`src/rtl/sdrc_req_arbiter_if.sv`:
```
// Request/write/read channel of the SDRAM controller application port.
// A requester drives it as master; the core side consumes it as slave.
interface sdrc_req_arbiter_if #(
  parameter int APP_AW = 26,
  parameter int bl     = 9,
  parameter int dw     = 32
);
  logic              req;
  logic [APP_AW-1:0] req_addr;
  logic [bl-1:0]     req_len;
  logic              req_wr_n;
  logic              req_ack;
  logic [dw-1:0]     wr_data;
  logic [dw/8-1:0]   wr_en_n;
  logic              wr_next;
  logic [dw-1:0]     rd_data;
  logic              rd_valid;
  logic              last_rd;

  modport master (
    output req, req_addr, req_len, req_wr_n, wr_data, wr_en_n,
    input  req_ack, wr_next, rd_data, rd_valid, last_rd
  );

  modport slave (
    input  req, req_addr, req_len, req_wr_n, wr_data, wr_en_n,
    output req_ack, wr_next, rd_data, rd_valid, last_rd
  );
endinterface

```
`src/rtl/sdrc_req_arbiter.sv`:
```
// Round-robin arbiter sharing the SDRAM controller application port between
// two requesters; a grant is held until the granted burst has completed.
module sdrc_req_arbiter #(
  parameter int APP_AW = 26,
  parameter int bl     = 9,
  parameter int dw     = 32
) (
  input  logic               sdram_clk,
  input  logic               sdram_resetn,
  input  logic               sdr_init_done,
  sdrc_req_arbiter_if.slave  r0,
  sdrc_req_arbiter_if.slave  r1,
  sdrc_req_arbiter_if.master app,
  output logic               arb_busy
);
  // state | meaning
  // IDLE  | no grant; arbitrate once sdr_init_done is high
  // REQ   | granted request presented to the core, waiting for app_req_ack
  // WR    | write burst, counter steps down on each app_wr_next_req
  // RD    | read burst, ends on app_rd_valid & app_last_rd
  typedef enum logic [1:0] {IDLE, REQ, WR, RD} state_t;

  state_t            state, state_d;
  logic              grant, grant_d;
  logic              last_grant, last_grant_d;
  logic [bl-1:0]     cnt, cnt_d;
  logic              sel_req;
  logic              sel_wr_n;
  logic [APP_AW-1:0] sel_addr;
  logic [bl-1:0]     sel_len;
  logic [dw-1:0]     sel_wr_data;
  logic [dw/8-1:0]   sel_wr_en_n;

  assign sel_req     = grant ? r1.req      : r0.req;
  assign sel_wr_n    = grant ? r1.req_wr_n : r0.req_wr_n;
  assign sel_addr    = grant ? r1.req_addr : r0.req_addr;
  assign sel_len     = grant ? r1.req_len  : r0.req_len;
  assign sel_wr_data = grant ? r1.wr_data  : r0.wr_data;
  assign sel_wr_en_n = grant ? r1.wr_en_n  : r0.wr_en_n;

  always_ff @(posedge sdram_clk or negedge sdram_resetn) begin
    if (!sdram_resetn) begin
      state      <= IDLE;
      grant      <= 1'b0;
      last_grant <= 1'b1;
      cnt        <= '0;
    end else begin
      state      <= state_d;
      grant      <= grant_d;
      last_grant <= last_grant_d;
      cnt        <= cnt_d;
    end
  end

  always_comb begin
    state_d      = state;
    grant_d      = grant;
    last_grant_d = last_grant;
    cnt_d        = cnt;
    app.req      = 1'b0;
    app.req_addr = '0;
    app.req_len  = '0;
    app.req_wr_n = 1'b0;
    app.wr_data  = '0;
    app.wr_en_n  = '1;
    r0.req_ack   = 1'b0;
    r1.req_ack   = 1'b0;
    r0.wr_next   = 1'b0;
    r1.wr_next   = 1'b0;
    r0.rd_data   = '0;
    r1.rd_data   = '0;
    r0.rd_valid  = 1'b0;
    r1.rd_valid  = 1'b0;
    r0.last_rd   = 1'b0;
    r1.last_rd   = 1'b0;
    case (state)
      IDLE: begin
        // a contested grant goes to the port that did not win last time
        if (sdr_init_done && (r0.req || r1.req)) begin
          grant_d = (r0.req && r1.req) ? ~last_grant : r1.req;
          state_d = REQ;
        end
      end
      REQ: begin
        app.req      = 1'b1;
        app.req_addr = sel_addr;
        app.req_len  = sel_len;
        app.req_wr_n = sel_wr_n;
        if (app.req_ack) begin
          r0.req_ack = ~grant;
          r1.req_ack = grant;
          cnt_d      = sel_len;
          state_d    = sel_wr_n ? RD : WR;
        end
      end
      WR: begin
        app.wr_data = sel_wr_data;
        app.wr_en_n = sel_wr_en_n;
        r0.wr_next  = app.wr_next & ~grant;
        r1.wr_next  = app.wr_next & grant;
        // len 0 wraps to the full 2^bl words before reaching 1
        if (app.wr_next) begin
          cnt_d = cnt - 1'b1;
          if (cnt == bl'(1)) begin
            state_d      = IDLE;
            last_grant_d = grant;
          end
        end
      end
      RD: begin
        r0.rd_data  = app.rd_data;
        r1.rd_data  = app.rd_data;
        r0.rd_valid = app.rd_valid & ~grant;
        r1.rd_valid = app.rd_valid & grant;
        r0.last_rd  = app.rd_valid & app.last_rd & ~grant;
        r1.last_rd  = app.rd_valid & app.last_rd & grant;
        if (app.rd_valid && app.last_rd) begin
          state_d      = IDLE;
          last_grant_d = grant;
        end
      end
      default: state_d = IDLE;
    endcase
  end

  assign arb_busy = (state != IDLE);

  // the granted requester must hold its request until the core accepts it
  a_req_held: assert property (@(posedge sdram_clk) disable iff (!sdram_resetn)
                               (state == REQ) |-> sel_req);
endmodule

```
`src/flat_wrapper.sv`:
```
// flat-port wrapper written by rule: the top's interface ports become plain ports
module sdrc_req_arbiter_flat 
#(
  parameter int APP_AW = 26,
  parameter int bl     = 9,
  parameter int dw     = 32
)
  (sdram_clk, sdram_resetn, sdr_init_done, arb_busy, r0_req, r0_req_addr, r0_req_len, r0_req_wr_n, r0_wr_data, r0_wr_en_n, r0_req_ack, r0_wr_next, r0_rd_data, r0_rd_valid, r0_last_rd, r1_req, r1_req_addr, r1_req_len, r1_req_wr_n, r1_wr_data, r1_wr_en_n, r1_req_ack, r1_wr_next, r1_rd_data, r1_rd_valid, r1_last_rd, app_req, app_req_addr, app_req_len, app_req_wr_n, app_wr_data, app_wr_en_n, app_req_ack, app_wr_next, app_rd_data, app_rd_valid, app_last_rd);
  sdrc_req_arbiter_if #(.APP_AW(APP_AW), .bl(bl), .dw(dw)) r0_i ();
  sdrc_req_arbiter_if #(.APP_AW(APP_AW), .bl(bl), .dw(dw)) r1_i ();
  sdrc_req_arbiter_if #(.APP_AW(APP_AW), .bl(bl), .dw(dw)) app_i ();
  input  logic sdram_clk;
  input  logic sdram_resetn;
  input  logic sdr_init_done;
  output logic arb_busy;
  input wire logic [$bits(r0_i.req)-1:0] r0_req;
  input wire logic [$bits(r0_i.req_addr)-1:0] r0_req_addr;
  input wire logic [$bits(r0_i.req_len)-1:0] r0_req_len;
  input wire logic [$bits(r0_i.req_wr_n)-1:0] r0_req_wr_n;
  input wire logic [$bits(r0_i.wr_data)-1:0] r0_wr_data;
  input wire logic [$bits(r0_i.wr_en_n)-1:0] r0_wr_en_n;
  output wire logic [$bits(r0_i.req_ack)-1:0] r0_req_ack;
  output wire logic [$bits(r0_i.wr_next)-1:0] r0_wr_next;
  output wire logic [$bits(r0_i.rd_data)-1:0] r0_rd_data;
  output wire logic [$bits(r0_i.rd_valid)-1:0] r0_rd_valid;
  output wire logic [$bits(r0_i.last_rd)-1:0] r0_last_rd;
  input wire logic [$bits(r1_i.req)-1:0] r1_req;
  input wire logic [$bits(r1_i.req_addr)-1:0] r1_req_addr;
  input wire logic [$bits(r1_i.req_len)-1:0] r1_req_len;
  input wire logic [$bits(r1_i.req_wr_n)-1:0] r1_req_wr_n;
  input wire logic [$bits(r1_i.wr_data)-1:0] r1_wr_data;
  input wire logic [$bits(r1_i.wr_en_n)-1:0] r1_wr_en_n;
  output wire logic [$bits(r1_i.req_ack)-1:0] r1_req_ack;
  output wire logic [$bits(r1_i.wr_next)-1:0] r1_wr_next;
  output wire logic [$bits(r1_i.rd_data)-1:0] r1_rd_data;
  output wire logic [$bits(r1_i.rd_valid)-1:0] r1_rd_valid;
  output wire logic [$bits(r1_i.last_rd)-1:0] r1_last_rd;
  output wire logic [$bits(app_i.req)-1:0] app_req;
  output wire logic [$bits(app_i.req_addr)-1:0] app_req_addr;
  output wire logic [$bits(app_i.req_len)-1:0] app_req_len;
  output wire logic [$bits(app_i.req_wr_n)-1:0] app_req_wr_n;
  output wire logic [$bits(app_i.wr_data)-1:0] app_wr_data;
  output wire logic [$bits(app_i.wr_en_n)-1:0] app_wr_en_n;
  input wire logic [$bits(app_i.req_ack)-1:0] app_req_ack;
  input wire logic [$bits(app_i.wr_next)-1:0] app_wr_next;
  input wire logic [$bits(app_i.rd_data)-1:0] app_rd_data;
  input wire logic [$bits(app_i.rd_valid)-1:0] app_rd_valid;
  input wire logic [$bits(app_i.last_rd)-1:0] app_last_rd;
  assign r0_i.req = r0_req;
  assign r0_i.req_addr = r0_req_addr;
  assign r0_i.req_len = r0_req_len;
  assign r0_i.req_wr_n = r0_req_wr_n;
  assign r0_i.wr_data = r0_wr_data;
  assign r0_i.wr_en_n = r0_wr_en_n;
  assign r0_req_ack = r0_i.req_ack;
  assign r0_wr_next = r0_i.wr_next;
  assign r0_rd_data = r0_i.rd_data;
  assign r0_rd_valid = r0_i.rd_valid;
  assign r0_last_rd = r0_i.last_rd;
  assign r1_i.req = r1_req;
  assign r1_i.req_addr = r1_req_addr;
  assign r1_i.req_len = r1_req_len;
  assign r1_i.req_wr_n = r1_req_wr_n;
  assign r1_i.wr_data = r1_wr_data;
  assign r1_i.wr_en_n = r1_wr_en_n;
  assign r1_req_ack = r1_i.req_ack;
  assign r1_wr_next = r1_i.wr_next;
  assign r1_rd_data = r1_i.rd_data;
  assign r1_rd_valid = r1_i.rd_valid;
  assign r1_last_rd = r1_i.last_rd;
  assign app_req = app_i.req;
  assign app_req_addr = app_i.req_addr;
  assign app_req_len = app_i.req_len;
  assign app_req_wr_n = app_i.req_wr_n;
  assign app_wr_data = app_i.wr_data;
  assign app_wr_en_n = app_i.wr_en_n;
  assign app_i.req_ack = app_req_ack;
  assign app_i.wr_next = app_wr_next;
  assign app_i.rd_data = app_rd_data;
  assign app_i.rd_valid = app_rd_valid;
  assign app_i.last_rd = app_last_rd;
  sdrc_req_arbiter #(.APP_AW(APP_AW), .bl(bl), .dw(dw)) u_core (.sdram_clk(sdram_clk), .sdram_resetn(sdram_resetn), .sdr_init_done(sdr_init_done), .r0(r0_i), .r1(r1_i), .app(app_i), .arb_busy(arb_busy));
endmodule
```
`config.mk`:
```
export PLATFORM = sky130hd
export DESIGN_NAME = sdrc_req_arbiter_flat
export DESIGN_NICKNAME = d
export VERILOG_FILES = /design/src/rtl/sdrc_req_arbiter_if.sv /design/src/rtl/sdrc_req_arbiter.sv /design/src/flat_wrapper.sv
export SDC_FILE = /design/constraint.sdc
export NUM_CORES = 1
export LEC_CHECK = 0
export CORE_AREA = 2 2 127 129
export CTS_BUF_LIST = sky130_fd_sc_hd__clkbuf_2 sky130_fd_sc_hd__clkbuf_4 sky130_fd_sc_hd__clkbuf_8
export DETAILED_ROUTE_END_ITERATION = 10
export DIE_AREA = 0 0 129 131
export GPL_ROUTABILITY_DRIVEN = 0
export GPL_TIMING_DRIVEN = 1
export PLACE_DENSITY_LB_ADDON = 0.3
export SETUP_SLACK_MARGIN = 0.15
export SKIP_LAST_GASP = 1
export SLEW_MARGIN = 20
export SYNTH_ARGS = -nofsm -noshare
export SYNTH_HDL_FRONTEND = slang
export SYNTH_SLANG_ARGS = --single-unit
```
`constraint.sdc`:
```
create_clock -name sdram_clk -period 1.9 [get_ports sdram_clk]
set_clock_uncertainty 0.1 [all_clocks]
set_input_delay 0.475 -clock sdram_clk [delete_from_list [all_inputs] [get_ports sdram_clk]]
set_output_delay 0.475 -clock sdram_clk [all_outputs]
set_load 0.01 [all_outputs]
```
# == Word-level counts from Yosys, hierarchy flattened ==
# Cells that the tools add are included.
# classes
add_sub_neg,1
n_eq_ne,9
muxes,37
n_bitwise,9
n_reduce_logical,12
# op_table
cell,count
two-way mux 32 bit,3
two-way mux 26 bit,2
two-way mux 9 bit,4
two-way mux 1 bit,18
case mux 9 bit (2 select lines),1
two-way mux 2 bit,5
"== test 9 x 1 -> 1 bit, second input constant",1
"subtractor 9 x 1 -> 9 bit, second input constant",1
two-way mux 4 bit,2
case mux 2 bit (4 select lines),1
AND 1 bit,7
"!= test 2 x 1 -> 1 bit, second input constant",3
nonzero test 2 bit,3
AND reduction 5 bit,1
"== test 2 bit, second input constant",2
"!= test 2 bit, second input constant",2
AND reduction 4 bit,1
logical AND 1 bit,3
AND reduction 3 bit,1
"== test 2 x 1 -> 1 bit, second input constant",1
zero test 2 bit,1
NOT 1 bit,2
case mux 1 bit (2 select lines),1
AND reduction 2 bit,1
logical OR 1 bit,1
# totals
register_bits,13
input_bits,185
output_inout_bits,146
word_cells,72

# == Depth between registers and ports, before layout ==
# Gate-level depths: netlist of the first run.
# logic_depth
word_depth,4
depth_mapped,6
mapped_depth_nobuf,6

# == Worst setup path after synthesis of the first run ==
# OpenSTA, ideal clock, no wires.
# synth_timing
kind,reg-to-output
from,register u_core.grant
to,output port r0_last_rd
arrival_time_ns,1.300
required_time_ns,1.325
path_slack_ns,0.025
path_stages_with_launch,5
path_buffers,2
path_cell_list,dfrtp_1 buf_2 buf_2 nor3b_1 and2_1
# synth_via
elab_chain_len,3
# synth_rtl
item,line,text
start: declaration,sdrc_req_arbiter.sv:24,"logic grant, grant_d;"
start signal: assignment,sdrc_req_arbiter.sv:49,grant <= grant_d;
NOT 1 bit,sdrc_req_arbiter.sv:115,r0.last_rd = app.rd_valid & app.last_rd & ~grant;
AND 1 bit,sdrc_req_arbiter.sv:115,
two-way mux 1 bit,sdrc_req_arbiter.sv:76,case (state)
end: declaration,flat_wrapper.sv:26,output wire logic [$bits(r0_i.last_rd)-1:0] r0_last_rd;
# No other way between the ends.

# == Worst setup path after layout of the first run ==
# layout_timing
from,register u_core.grant
to,output port app_req_len[0]
# layout_via
elab_chain_len,2
# layout_rtl
item,line,text
two-way mux 9 bit,sdrc_req_arbiter.sv:37,assign sel_len = grant ? r1.req_len : r0.req_len;
two-way mux 9 bit,sdrc_req_arbiter.sv:76,
end: declaration,flat_wrapper.sv:40,output wire logic [$bits(app_i.req_len)-1:0] app_req_len;
# No other way between the ends.

==> results of run 1 <==
[state kept, by name (all words and copies together) (netlist names)]
| register | flops |
|---|---|
| u_core.cnt | 9 |
| u_core.grant | 1 |
| u_core.last_grant | 1 |
| u_core.state | 2 |
[metrics by stage]
stage	hold slack (ns)	setup slack (ns)	utilization	setup TNS (ns)	power (mW)
detailed placement	0.4436	-0.4976	0.3888	-48.68	6.195
floorplan	0.07941	0.1244	-	0	3.362
CTS	0.4592	-0.5136	0.4513	-40.74	8.359
finish	0.4521	-0.3447	0.4946	-26.88	9.777
global placement	0.4240	-0.4722	0.3888	-47.54	6.151
global route	0.4647	-0.4397	0.4946	-36.23	10.37
[routing by layer]
metal / part of all wire / GRT usage
met5: 0 / 0
met4: 0.0063 / 0.007673
met3: 0.068 / 0.02891
met2: 0.55 / 0.3296
met1: 0.37 / 0.1883
[how the worst min path moves through the flow]
| stage | to | slack (ns) | cells past startpoint |
|---|---|---|---|
| 3_5_place_dp | u_core.cnt[8] | 0.44 | 1 |
| 6_report | u_core.cnt[3] | 0.45 | 2 |
| 4_1_cts | u_core.cnt[3] | 0.46 | 2 |
| 3_3_place_gp | u_core.cnt[8] | 0.42 | 1 |
| 2_1_floorplan | u_core.cnt[0] | 0.08 | 0 |
| 5_1_grt | u_core.cnt[3] | 0.46 | 2 |
[critical path, stage by stage, from the launching register on]
cell	delay (ns)
dfrtp_4	0.57
buf_4	0.19
buf_12	0.14
mux2i_2	0.19
nor2_1	0.05
dlygate4sd2_1	0.28
[cells by family (layout without fill, tap and decap cells)]
kind of cell               count (synthesis)  in the layout  share of synthesized area
AOI/OAI and AO/OA                         35             35                    0.09660
adders and majority gates                  2              2                    0.01017
buffers and inverters                     66            483                     0.1627
DFF                                       13             13                     0.1327
muxes                                     73             73                     0.2974
and+or+nand+nor                          157            157                     0.3005
[area by class of cell]
class / count / area, um2 / area share
Multi-Input combinational cell: 267 / 2178 / 0.2824
Inverter: 5 / 23.77 / 0.003081
Sequential cell: 13 / 331.6 / 0.04298
Tap cell: 216 / 270.3 / 0.03503
Timing Repair Buffer: 474 / 4862 / 0.6302
Clock buffer: 4 / 48.80 / 0.006325
[where the power goes]
group / total (mW) / switching, mW / leakage [nW] / internal [mW]
clock: 0.260 / 0.0983 / 0.0262 / 0.162
combinational: 8.89 / 3.56 / 3.56 / 5.33
sequential: 0.628 / 0.209 / 0.151 / 0.418
[Yosys cell counts, types with 2 or more instances]
cell type and number:
nor2_1 77, mux2i_1 72, and3_1 35, buf_4 34
nand2_1 18, buf_2 14, dfrtp_1 12, o21ai_0 12
clkbuf_1 11, a21oi_1 6, inv_1 5, nand3_1 5
a22o_1 4, and2_1 4, nor3_1 4, nand2b_1 3
or2_2 3, a221o_1 2, a31oi_1 2, ha_1 2
nor2b_1 2, o22a_1 2
[what timing repair did]
| action | in CTS | in global routing |
|---|---|---|
| hold buffers | 0 | 0 |
| gates cloned | 9 | 5 |
| endpoints found under the setup margin | 155 | 156 |
| resized for setup | 557 | 216 |
| pin swaps | 22 | 47 |
| setup buffers | 44 | 41 |
==> impl_metrics.ini, run 1 <==
[drt]
drt_first_pass_iters = 4
routed-via-count = 4129
antenna_left = 0
drcViolationCount = 0
first_iter_violations = 101
wl_per_cell_um = 16.86
routed_via_density = 4.218
finalWirelength_um = 16500

[synth]
syn_nets = 533
synth_edf_count = 0
yosysSeqAreaShare = 0.1327
synthCells = 346
synth_warnings = 0
syn_area_um2 = 2461
synth_flop_cell = dfrtp_1
synthTopCellsByArea = mux2i_1, dfrtp_1, nor2_1, buf_4, and3_1
async_reset_ff_frac = 1.000
synthDistinctLibCells = 39
syn_avg_cell_area_um2 = 7.113
ys_ff_latch = 13
post-synth-top-area-fraction = 0.2928
yosys.area.top_type = mux2i_1

[worst_setup_path]
crit_start = u_core.grant
cp.required_ns = 1.32
startpoint_type = flop
ff2ff_path_depth = 10
r2r_setup_slack_ns = -0.07
crit_type = flop to output port
critPathMaxFanout = 7
critPathCaptureType = output port
reg2reg_from = u_core.state[0]
worstReg2RegEnd = u_core.last_grant
crit_end = app_req_len[0]
crit_arrival_ns = 1.67

[die]
coreArea_um2 = 15600
dieArea_um2 = 16900
start_util = 0.1578
num_rows = 46
die_h_um = 131
io_pins = 331
chipWidth_um = 129

[timing]
tightest_slew_ns = 0.2949
period_share = 1.181
fin_crit_ns = 2.245
slew_headroom = 0.8030
slew_violations = 0
fmax_mhz = 445.5
worst_slack_ns = -0.3447
hold_viol_final = 0
setup_viol = 148
grt_setup_unrepaired = true

[pwr]
p_leak_nw = 3.736
peakVddDrop_v = 0.0005163
powerDensity_nw_per_um2 = 1267

[grt]
grt_pass1_wl_um = 21900
antenna_found_initial = 0
grt_pass1_vias = 4001
gr-total-overflow = 0
track_usage = 0.1639
grt_max_degree = 29

[placed_design]
dpl_cell_area_um2 = 6065
portBuffers = 330
hpwl_um = 11270
placed_cells = 876

[layout]
layout_commonest_cell = clkdlybuf4s50_1
antenna_cells = 0
nFillCells = 1452
drive_gt1_frac = 0.4692
fin_area_um2 = 7715
area_growth_pct = 213.5
instances_no_fill = 979
layout.nets = 951
layout_common_cells = clkdlybuf4s50_1, buf_6, nor2_1

[clock_network]
clk_latency_ns = 0.24
htreeDepth = 1
numCtsBuffers = 3
cts.clk_slew.worst_paths_ns = 0.06
cts_root_buf = clkbuf_8
clkSinkCount = 13
cts_tree = yes
cts_buffer_depth = 2

[hold_path]
hp-class = primary input to async pin

[status]
failed_checks = setup timing
status = finished, violations left

[flow_run]
cap_violations = 0
(Power assumes the default switching activity.)
==> run 2: changes to the inputs <==
==> constraint.sdc (replaced) <==
create_clock -name sdram_clk -period 1.8 [get_ports sdram_clk]
set_clock_uncertainty 0.1 [all_clocks]
set_input_delay 0.45 -clock sdram_clk [delete_from_list [all_inputs] [get_ports sdram_clk]]
set_output_delay 0.45 -clock sdram_clk [all_outputs]
set_load 0.01 [all_outputs]
==> run 2 against run 1 <==
The run still ends with setup timing left. Largest power group unchanged. Sequential share of layout area decreased by 0.15 points. Die area did not move. First-iteration DRC count up 23%. Power rose by 9.1%. Sequential power is 2% lower. Routed wire length shrank 1.9%. Worst hold slack worse by 0.039 ns. Count of clock-buffer cells in the layout unchanged. Critical path type unchanged. Non-clock buffer count decreased by 38. Critical endpoint is now app_wr_data[18]. Design area rose by 3.6%. Register-to-register slack gained 0.02 ns.
==> impl_metrics.ini, run 2 (synthesis results as in run 1) <==
[timing]
hold_viol_final = 0
slew_headroom = 0.6771
period_share = 1.226
setup_viol = 152
worst_slack_ns = -0.4067
fin_crit_ns = 2.207
tightest_slew_ns = 0.4806
fmax_mhz = 453.2
slew_violations = 0
grt_setup_unrepaired = true
whs_ns = 0.4132

[drt]
routed-via-count = 4117
routed_via_density = 4.370
wl_per_cell_um = 17.19
antenna_left = 0
finalWirelength_um = 16190
drt_first_pass_iters = 4
first_iter_violations = 124
drcViolationCount = 0

[layout]
largest_register_ffs = 9
layout_common_cells = clkdlybuf4s50_1, buf_6, buf_4
drive_gt1_frac = 0.5427
largestRegisters = u_core.cnt: 9 flops, u_core.state: 2 flops
nFillCells = 1440
fin_area_um2 = 7989
seq_area_um2 = 331.6
regMostFlops = u_core.cnt
antenna_cells = 0
multi_input_area_um2 = 2800
layout.nets = 914
utilization = 0.5122
area_growth_pct = 224.6
layout_commonest_cell = clkdlybuf4s50_1

[worst_setup_path]
slowest_stage = dfrtp_4
cp_top_family = buffers and inverters
cp.required_ns = 1.25
crit_type = flop to output port
crit_arrival_ns = 1.66
startpoint_type = flop
critPathCaptureType = output port
max_stage_delay_ns = 0.46
crit_path_frequent_cell = buf_12
r2r_setup_slack_ns = -0.05
critPathMaxFanout = 14
path_cells = buf_12, buf_12, mux2i_2, nor2_4, dlygate4sd2_1
path_buf_inv = 3

[grt]
grt_pass1_wl_um = 22770
grt_pass1_vias = 4293
grt_max_degree = 28
track_usage = 0.1714
top_usage_layer = met2
grt_use_met1 = 0.1744
gr-total-overflow = 0
antenna_found_initial = 0
grt_use_met2 = 0.3551
grt_util_met3 = 0.02809

[die]
chipWidth_um = 129
io_pins = 331
num_rows = 46
dieArea_um2 = 16900
coreArea_um2 = 15600
start_util = 0.1578
die_h_um = 131

[clock_network]
numCtsBuffers = 3
clkSinkCount = 13
cts_buffer_depth = 2
htreeDepth = 1
cts_tree = yes
cts.clk_slew.worst_paths_ns = 0.06
cts_root_buf = clkbuf_8
cts_hold_repair.buffers = 0
clk_latency_ns = 0.25

[placed_design]
dpl_cell_area_um2 = 6573
hpwl_um = 11760
portBuffers = 330

[flow_run]
cap_violations = 0

[pwr]
p_leak_nw = 3.345
peakVddDrop_v = 0.0007370
powerDensity_nw_per_um2 = 1335
power_mw = 10.67

[hold_path]
hp-class = primary input to async pin

[status]
status = finished, violations left
failed_checks = setup timing
## run 2: changes by cell type in the layout (fill, tap and decap cells not counted), sizes merged
cell | before | now
clkdlybuf4s15 | 0 | 4
dlymetal6s2s | 18 | 0
a22o | 4 | 5
clkbuf | 18 | 7
buf | 257 | 225
clkdlybuf4s50 | 179 | 182
dlygate4sd2 | 6 | 22
## run 2: power breakdown
| group | internal, mW | total, mW | switching (mW) |
|---|---|---|---|
| combinational | 5.63 | 9.76 | 4.13 |
| clock | 0.172 | 0.288 | 0.116 |
| sequential | 0.441 | 0.617 | 0.176 |
| total | 6.24 | 10.7 | 4.42 |
## run 2: path summary, 6_finish.rpt
kind                                from                 to  depth (start not counted)
max                         u_core.grant    app_wr_data[18]                          5
min                         sdram_resetn      u_core.cnt[5]                          2
max reg2reg                 u_core.grant      u_core.cnt[2]                          9
min reg2reg                u_core.cnt[8]      u_core.cnt[8]                          1
max in group asynchronous   sdram_resetn  u_core.last_grant                          2
min in group sdram_clk     u_core.cnt[8]      u_core.cnt[8]                          1
## run 2: area by class of cell
| class | instances | share of cell area |
|---|---|---|
| repair buffers | 436 | 0.5651 |
| clock buffers | 4 | 0.006108 |
| well taps | 216 | 0.03383 |
| inverters | 5 | 0.002976 |
| flip-flops and latches | 13 | 0.04150 |
| multi-input cells | 268 | 0.3505 |
## run 2: repair_timing
item | 4_1_cts | 5_1_grt
pin swaps | 25 | 30
gates cloned | 10 | 2
gates resized for setup | 710 | 81
buffers inserted | 34 | 7
endpoints found under the setup margin | 158 | 159
## run 2: through the flow
stage	worst slack (ns)	setup TNS (ns)	std cells
3_5_place_dp	-0.6482	-58.51	885
5_1_grt	-0.4495	-39.84	942
2_1_floorplan	0.1133	0	346
4_1_cts	-0.4067	-37.42	933
6_report	-0.4067	-33.84	942
3_3_place_gp	-0.6207	-57.26	885
## run 2: layer usage
layer | vias to the layer above | wire length (um)
li1 | 1945 | -
met1 | 1919 | 5456
met2 | 232 | 9201
met3 | 21 | 1235
met4 | 0 | 296
met5 | - | 0
